File: config.mk
export PLATFORM = sky130hd
export DESIGN_NAME = seven_segment_encoder
export DESIGN_NICKNAME = d
export VERILOG_FILES = /design/src/rtl/seven_segment_encoder.sv
export SDC_FILE = /design/constraint.sdc
export NUM_CORES = 1
export LEC_CHECK = 0
export ABC_AREA = 1
export BUFFER_PORTS_ARGS = -buffer_cell sky130_fd_sc_hd__buf_4
export CAP_MARGIN = 15
export CORE_MARGIN = 8
export CORE_UTILIZATION = 62
export DETAILED_ROUTE_END_ITERATION = 16
export PLACE_DENSITY = 0.84
export SLEW_MARGIN = 40
export SYNTH_ARGS = -nofsm -noshare
export SYNTH_HDL_FRONTEND = slang
export SYNTH_SLANG_ARGS = --single-unit
File: constraint.sdc
create_clock -name clk -period 2.4 [get_ports clk]
set_input_delay 0.72 -clock clk [delete_from_list [all_inputs] [get_ports clk]]
set_output_delay 0.72 -clock clk [all_outputs]
set_load 0.01 [all_outputs]
File: src/rtl/seven_segment_encoder.sv
// Recovers a hex digit from an active-low 7-segment pattern once it has been stable,
// and offers it on a valid/ready output with pattern-error and overrun reporting.
module seven_segment_encoder #(
    parameter int STABLE_CYCLES = 4
) (
    input  logic       clk,
    input  logic       rst,
    input  logic [6:0] seg_in,
    input  logic       code_ready,
    output logic [3:0] code_out,
    output logic       code_valid,
    output logic       pattern_err,
    output logic       overrun,
    output logic       fsm_state
);

    // Output handshake: a digit transfers on every rising edge where code_valid
    // and code_ready are both high; code_out/code_valid stay put until then,
    // and code_ready has no effect while code_valid is low.

    localparam logic       TRACK   = 1'b0;
    localparam logic       HOLD    = 1'b1;
    localparam logic [6:0] BLANK   = 7'h7F;
    localparam logic [7:0] CNT_MAX = 8'(STABLE_CYCLES - 1);

    logic       state;
    logic [6:0] seg_q;
    logic [6:0] last_pat;
    logic [7:0] cnt;
    logic       changed;
    logic       qualify;
    logic [4:0] dec;

    // Returns {legal, digit}; legal is low for blank and all unlisted patterns.
    function automatic logic [4:0] decode(input logic [6:0] p);
        case (p)
            7'h01:   decode = {1'b1, 4'h0};
            7'h4F:   decode = {1'b1, 4'h1};
            7'h12:   decode = {1'b1, 4'h2};
            7'h06:   decode = {1'b1, 4'h3};
            7'h4C:   decode = {1'b1, 4'h4};
            7'h24:   decode = {1'b1, 4'h5};
            7'h20:   decode = {1'b1, 4'h6};
            7'h0F:   decode = {1'b1, 4'h7};
            7'h00:   decode = {1'b1, 4'h8};
            7'h04:   decode = {1'b1, 4'h9};
            7'h08:   decode = {1'b1, 4'hA};
            7'h60:   decode = {1'b1, 4'hB};
            7'h31:   decode = {1'b1, 4'hC};
            7'h42:   decode = {1'b1, 4'hD};
            7'h30:   decode = {1'b1, 4'hE};
            7'h38:   decode = {1'b1, 4'hF};
            default: decode = 5'b0_0000;
        endcase
    endfunction

    assign changed   = (seg_in != seg_q);
    assign qualify   = !changed && (cnt == CNT_MAX) && (seg_q != last_pat);
    assign dec       = decode(seg_q);
    assign fsm_state = state;

    always_ff @(posedge clk or posedge rst) begin
        if (rst) begin
            state       <= TRACK;
            seg_q       <= BLANK;
            last_pat    <= BLANK;
            cnt         <= 8'd0;
            code_out    <= 4'd0;
            code_valid  <= 1'b0;
            pattern_err <= 1'b0;
            overrun     <= 1'b0;
        end else begin
            pattern_err <= 1'b0;
            if (changed) begin
                seg_q <= seg_in;
                cnt   <= 8'd0;
            end else if (cnt != CNT_MAX) begin
                cnt <= cnt + 8'd1;
            end

            case (state)
                TRACK: begin
                    if (qualify) begin
                        last_pat <= seg_q;
                        if (dec[4]) begin
                            code_out   <= dec[3:0];
                            code_valid <= 1'b1;
                            state      <= HOLD;
                        end else if (seg_q != BLANK) begin
                            pattern_err <= 1'b1;
                        end
                    end
                end
                HOLD: begin
                    if (changed) overrun <= 1'b1;
                    // Acceptance restarts the stability window from this edge.
                    if (code_valid && code_ready) begin
                        code_valid <= 1'b0;
                        cnt        <= 8'd0;
                        state      <= TRACK;
                    end
                end
                default: state <= TRACK;
            endcase
        end
    end

endmodule

==> key figures, run 1 <==
Status
  – Status: finished, final reports clean

Detailed routing
  – Final ANT Viol Nets: 0
  – DR pass1 iterations: 6
  – DRC: 0
  – Final WL: 3410 um
  – 1st-iter DRT viols: 107
  – Drt wl/cell: 12.1 um
  – DR vias: 1459
  – Via density: a little over 5

Clock tree
  – Number of buffers created by CTS: 5
  – Clock latency at the later pin of the worst-skew pair: between 0.3 and 0.4 ns
  – Clk buf depth: 2
  – Post-CTS resize count: 0
  – Clock slew at reported path FFs: approximately 0.09 ns
  – Post-CTS setup buffer count: 0
  – H-tree lvl count: 2
  – # clock sinks: 30
  – Root Buffer: clkbuf_4
  – Hold_buf cts: 0
  – TritonCTS clock tree: yes

Global routing
  – Global Route Usage Sum: 0.152
  – Vias in the first global route: 1392
  – Largest net degree at the start of global routing: 31
  – First-pass GRT wire length: about 6000 um
  – Initial antenna violation count: 0
  – Total grt overflow: 0

Synth
  – Mapped Cells: 236
  – XOR/XNOR Fraction of Synth Area: 0.0549
  – Syn Nets: 247
  – #FFs+latches synth: 30
  – Yosys Warn Count: 0
  – Synth Area per Inst: about 7.4 sq um
  – Synth cell types: 30
  – Post-synthesis sequential area ratio: 0.438
  – Post-Synth Simple-Gate Area: 0.344
  – Post-synthesis compound-gate area fraction: 0.0670
  – Largest family of logic cells by synthesized area: simple AND/OR/NAND/NOR gates
  – Post-synthesis mux area share: 0
  – Synthesized-area fraction occupied by adder cells: 0.00713
  – Mapped Area: around 1800 sq um

Cells and area
  – Share of cells above drive strength 1: 0.260
  – Post-route cell area: about 1900 sq um
  – Antenna diode count: 0
  – Nets: 260
  – Area grow syn2layout: 9.91%
  – Layout fillers: between 200 and 250

STA
  – Final setup fails: 0
  – Minimum clock period: between 1.5 and 2 ns
  – Setup_tns: 0 ns
  – Clock Skew: around 0.0074 ns
  – Max Slew Vio Count: 0
  – Fmax: between 500 and 600 MHz
  – Hold Vio Cnt, Final: 0
  – Final worst slack: 0.581 ns
  – Slew HR: 0.655
  – RSZ-0062 raised after global routing: no
  – Slew @ Worst Pin: 0.515 ns
  – Final worst path period share: 0.758
  – Smallest hold slack: approximately 0.45 ns

Critical path
  – Worst setup startpoint: seg_q[6]
  – Req. time, crit path: 2.61 ns
  – Worst path cell trace: inv_2 > nand2_1 > nand2_1 > nor2_1 > nand2_1 > nor2_4 > nand2_2 > nor2_8 > nand2_2 > nand2_1 > o21ai_1
  – Kind of end point of the critical path: flop
  – CP max stage delay: approximately 0.65 ns
  – WS Path Type: reg -> reg
  – CP max FO: 9
  – Arrival time worst endpoint: between 2 and 2.5 ns
  – CP max-delay cell: dfstp_2
  – Most used cell, CP: nand2_1
  – RR Startpoint: seg_q[6]
  – Startpoint types: flop

Place
  – Port bufs: 17
  – Dpl cell area: approximately 1900 sq um
  – Post-DP HPWL: roughly 2600 um
  – RD Place Congestion: ~0.86
  – Pre-CTS setup slack: about 0.46 ns

Power and ir drop
  – Clk network pwr share: 0.335
  – P per Cell Area: between 400 and 500 nW/um^2
  – Power Internal: between 600 and 700 uW
  – Comb pwr share: 0.090
  – Pwr Total: 922 uW
  – Worst VDD drop: approximately 0.00051 V
  – Lkg Pwr: roughly 0.96 nW
  – Sw Pwr: approximately 230 uW
  – Switch share: 0.252
  – Part of the power in registers: 0.575

Die
  – # rows: 19
  – Initial Util: 0.642
  – Core Area: roughly 2700 sq um
  – Full die area: roughly 4800 sq um
  – I/O pin count: 18
  – Die H: about 69 um
  – Chip Width: 69.2 um

Job
  – Total of max-cap violations: 0

Min path
  – Hold Path Class: in -> async
metal layers:
layer  wire length (um)  GRT usage
met5                  0          0
met2               1650      0.244
met1               1480      0.177
met4                 90     0.0615
met3                189     0.0601
layout by cell type (no fill, tap or decap):
cell,count
a21oi_1,3
buf_4,18
clkbuf_1,1
clkbuf_4,5
clkbuf_8,1
clkinv_2,1
dfrtp_1,16
dfstp_2,14
ha_1,1
inv_1,17
inv_2,9
nand2_1,78
nand2_2,3
nand3_1,11
nand4_1,3
nor2_1,27
nor2_2,3
nor2_4,1
nor2_8,1
nor3_1,6
nor3_2,1
nor3b_1,1
nor4_1,1
o211ai_1,1
o21ai_0,5
o21ai_1,2
o21ai_2,6
o21bai_1,1
or2_2,2
xnor2_1,6
xor2_1,5
stage by stage:
stage | util | cells
after detailed placement | 0.684 | 273
after floorplan | - | 236
after global placement | 0.684 | 273
final | 0.706 | 281
after CTS | 0.706 | 281
after global routing | 0.706 | 281
layout make-up:
type                    instances  area, sq um  share of cell area
multi-input cells             168          830               0.430
flip-flops and latches         30          768               0.398
repair buffers                 18          135              0.0700
inverters                      26         97.6              0.0506
clock buffers                   7         55.1              0.0285
well taps                      31         38.8              0.0201
clock inverters                 1         5.00             0.00259
path summary, 6_finish.rpt:
kind	to	slack [ns]	cells after the start
worst max-delay path	code_out[2]	0.58	11
worst min-delay path	cnt[5]	0.45	3
worst max register to register	code_out[2]	0.58	11
worst min register to register	last_pat[3]	0.49	2
max in group asynchronous	seg_q[6]	1.63	3
min in group clk	last_pat[3]	0.49	2
cells by family (layout without fill, tap and decap cells):
logic type                 after synthesis  count (layout)
adders and majority gates                1               1
buffers and inverters                   38              52
DFF                                     30              30
xor gates and xnor gates                11              11
AOI/OAI and AO/OA                       18              18
and+or+nand+nor                        138             138
state kept, by name, indices dropped and copies added (netlist names):
name and cells:
code_valid 1, pattern_err 1, code_out 4, fsm_state 1, last_pat 7, cnt 8
overrun 1, seg_q 7
power groups by stage:
| stage | combinational [mW] | sequential (mW) | clock (mW) |
|---|---|---|---|
| global placement | 0.0821 | 0.539 | 0 |
| CTS | 0.0834 | 0.530 | 0.313 |
| detailed placement | 0.0831 | 0.539 | 0 |
| floorplan | 0.0678 | 0.530 | 0 |
| finish | 0.0830 | 0.530 | 0.309 |
| global route | 0.0958 | 0.532 | 0.343 |
Yosys cell counts:
cell type / number / area share
nand2_2: 3 / 0.011
dfrtp_1: 16 / 0.23
inv_2: 9 / 0.019
a21oi_1: 3 / 0.0086
nor3_1: 6 / 0.017
buf_4: 1 / 0.0043
ha_1: 1 / 0.0071
o21ai_0: 5 / 0.014
clkbuf_1: 7 / 0.015
xnor2_1: 6 / 0.030
o211ai_1: 1 / 0.0043
dfstp_2: 14 / 0.21
buf_6: 1 / 0.0064
nor4_1: 1 / 0.0036
nor2_1: 27 / 0.058
inv_1: 17 / 0.036
nor2_2: 3 / 0.011
o21ai_2: 6 / 0.030
nand2_1: 78 / 0.17
nor3b_1: 1 / 0.0043
or2_2: 2 / 0.0071
nor2_8: 1 / 0.011
nand3_1: 11 / 0.031
o21ai_1: 2 / 0.0057
nor2_4: 1 / 0.0064
buf_2: 3 / 0.0086
o21bai_1: 1 / 0.0043
xor2_1: 5 / 0.025
nand4_1: 3 / 0.011
nor3_2: 1 / 0.0057
worst max-delay path, delay by kind of cell, from the launching register on:
family	cells	cell delay, ns
AND/OR/NAND/NOR	9	0.90
flip-flops	1	0.65
buffers and inverters	1	0.10
AO/OA/AOI/OAI	1	0.06
Power figures use the tool's default switching activity.
==> run 2, diff against run 1 <==
--- a/config.mk
+++ b/config.mk
@@ -9,9 +9,9 @@
 export BUFFER_PORTS_ARGS = -buffer_cell sky130_fd_sc_hd__buf_4
 export CAP_MARGIN = 15
 export CORE_MARGIN = 8
-export CORE_UTILIZATION = 62
+export CORE_UTILIZATION = 58
 export DETAILED_ROUTE_END_ITERATION = 16
-export PLACE_DENSITY = 0.84
+export PLACE_DENSITY = 0.8
 export SLEW_MARGIN = 40
 export SYNTH_ARGS = -nofsm -noshare
 export SYNTH_HDL_FRONTEND = slang
==> constraint.sdc (replaced) <==
create_clock -name clk -period 1.9 [get_ports clk]
set_input_delay 0.57 -clock clk [delete_from_list [all_inputs] [get_ports clk]]
set_output_delay 0.57 -clock clk [all_outputs]
set_load 0.01 [all_outputs]
==> run 2 against run 1 <==
Total power increased by 30%. Sequential power increased by 25%. Final area increased by 5.8%. Critical endpoint unchanged. Largest cell class unchanged. Combinational power increased by 59%. Highest routed layer unchanged. Global-route usage increased by 0.27 points.
==> key figures, run 2 (synthesized netlist as in run 1, its figures left out) <==
Die
  – Chip Width: about 71 um
  – Die H: about 71 um
  – Initial Util: 0.594
  – Full die area: a little over 5000 sq um
  – # rows: 20
  – Core Area: a little under 3000 sq um
  – I/O pin count: 18

Critical path
  – WS Path Type: reg -> reg
  – Worst reg2reg path depth: 9
  – Kind of end point of the critical path: flop
  – CP max FO: 8
  – Req. time, crit path: approximately 2.1 ns
  – R2R Setup Slk: roughly 0.13 ns
  – Startpoint types: flop
  – Arrival time worst endpoint: 1.98 ns

Clock tree
  – Clock slew at reported path FFs: 0.10 ns
  – H-tree lvl count: 2
  – Clock latency at the later pin of the worst-skew pair: ~0.33 ns
  – Clk buf depth: 2
  – Root Buffer: clkbuf_4
  – Number of buffers created by CTS: 5
  – TritonCTS clock tree: yes
  – # clock sinks: 30

Place
  – Dpl cells: ~280
  – Post-DP HPWL: around 2700 um
  – Dpl cell area: 1900 sq um
  – Port bufs: 17
  – RD Place Congestion: approximately 0.83
  – Pre-CTS setup slack: about 0.094 ns

STA
  – Final worst slack: 0.126 ns
  – Max Slew Vio Count: 0
  – Minimum clock period: 1.77 ns
  – Final worst path period share: 0.933
  – Clock Skew: 0.0112 ns
  – Setup_tns: 0 ns
  – Smallest hold slack: 0.306 ns
  – Slew HR: 0.656
  – RSZ-0062 raised after global routing: no
  – Final setup fails: 0
  – Fmax: about 560 MHz
  – Slew @ Worst Pin: around 0.51 ns
  – Hold Vio Cnt, Final: 0

Cells and area
  – Largest register FFs: 8
  – Nets: around 270
  – Most frequent cells in the layout: nand2_1, buf_4, nor2_1
  – Post-layout util: 0.692
  – Commonest non-fill, non-tap cell in the layout: nand2_1
  – Biggest register: cnt
  – Top flop regs: cnt: 8 flops, last_pat: 7 flops, seg_q: 7 flops
  – Area grow syn2layout: 16.3%
  – Antenna diode count: 0
  – Layout fillers: ~280
  – Fin cells: 294
  – Share of cells above drive strength 1: 0.299
  – Post-route cell area: approximately 2000 sq um

Global routing
  – Vias in the first global route: between 1000 and 1500
  – Global Route Usage Sum: 0.155
  – First-pass GRT wire length: 6290 um
  – Total grt overflow: 0
  – Initial antenna violation count: 0
  – Largest net degree at the start of global routing: 31

Detailed routing
  – Final WL: 3670 um
  – Drt wl/cell: approximately 12 um
  – DR pass1 iterations: 7
  – DRC: 0
  – 1st-iter DRT viols: 73
  – Via density: around 5.2
  – DR vias: between 1500 and 2000
  – Final ANT Viol Nets: 0

Min path
  – Hold Path Class: in -> async

Status
  – Status: finished, final reports clean

Job
  – Total of max-cap violations: 0

Power and ir drop
  – Pwr Total: ~1.2 mW
  – P per Cell Area: between 500 and 600 nW/um^2
  – Lkg Pwr: 1.04 nW
  – Worst VDD drop: 0.000347 V
run 2: cell types whose count changed in the layout (fill, tap and decap cells not counted), sizes merged:
| cell | change |
|---|---|
| buf | +11 |
run 2: power breakdown:
group / switching [mW] / internal [mW]
sequential: 0.0117 / 0.653
combinational: 0.0782 / 0.0542
clock: 0.222 / 0.179
total: 0.312 / 0.887
run 2: critical path, cell delays in order (launching register included):
cell     delay, ns
dfstp_2       0.61
buf_4         0.13
xnor2_1       0.11
nand3_1       0.15
nor2_4        0.18
nand2_2       0.10
nor2_8        0.15
nand2_4       0.09
nand2_1       0.06
o21ai_1       0.06
run 2: final timing paths:
path / to / start
min reg2reg: last_pat[3] / last_pat[3]
max: code_out[2] / seg_q[2]
max in group asynchronous: last_pat[6] / rst
min: cnt[5] / rst
max reg2reg: code_out[2] / seg_q[2]
min in group clk: seg_q[2] / seg_in[2]
run 2: metal layers:
layer,vias up,wire length (um),global-route usage
li1,779,-,-
met1,699,1560,0.176
met2,44,1840,0.273
met3,7,213,0.0410
met4,0,55,0.0531
met5,-,0,0
run 2: final cells by class:
type / count / area [sq um] / share of cell area
inverter: 26 / 100 / 0.0490
clock buffer: 7 / 55.1 / 0.0270
clock inverter: 1 / 5.00 / 0.00245
multi-input combinational: 168 / 842 / 0.412
timing repair buffer: 29 / 230 / 0.113
sequential: 30 / 768 / 0.376
tap: 33 / 41.3 / 0.0202
run 2: what timing repair did:
action | 4_1_cts | 5_1_grt
buffers inserted | 0 | 7
setup endpoints to repair | 0 | 10
endpoints found under the hold margin | 0 | 0
hold buffers | 0 | 0
resized for setup | 0 | 6
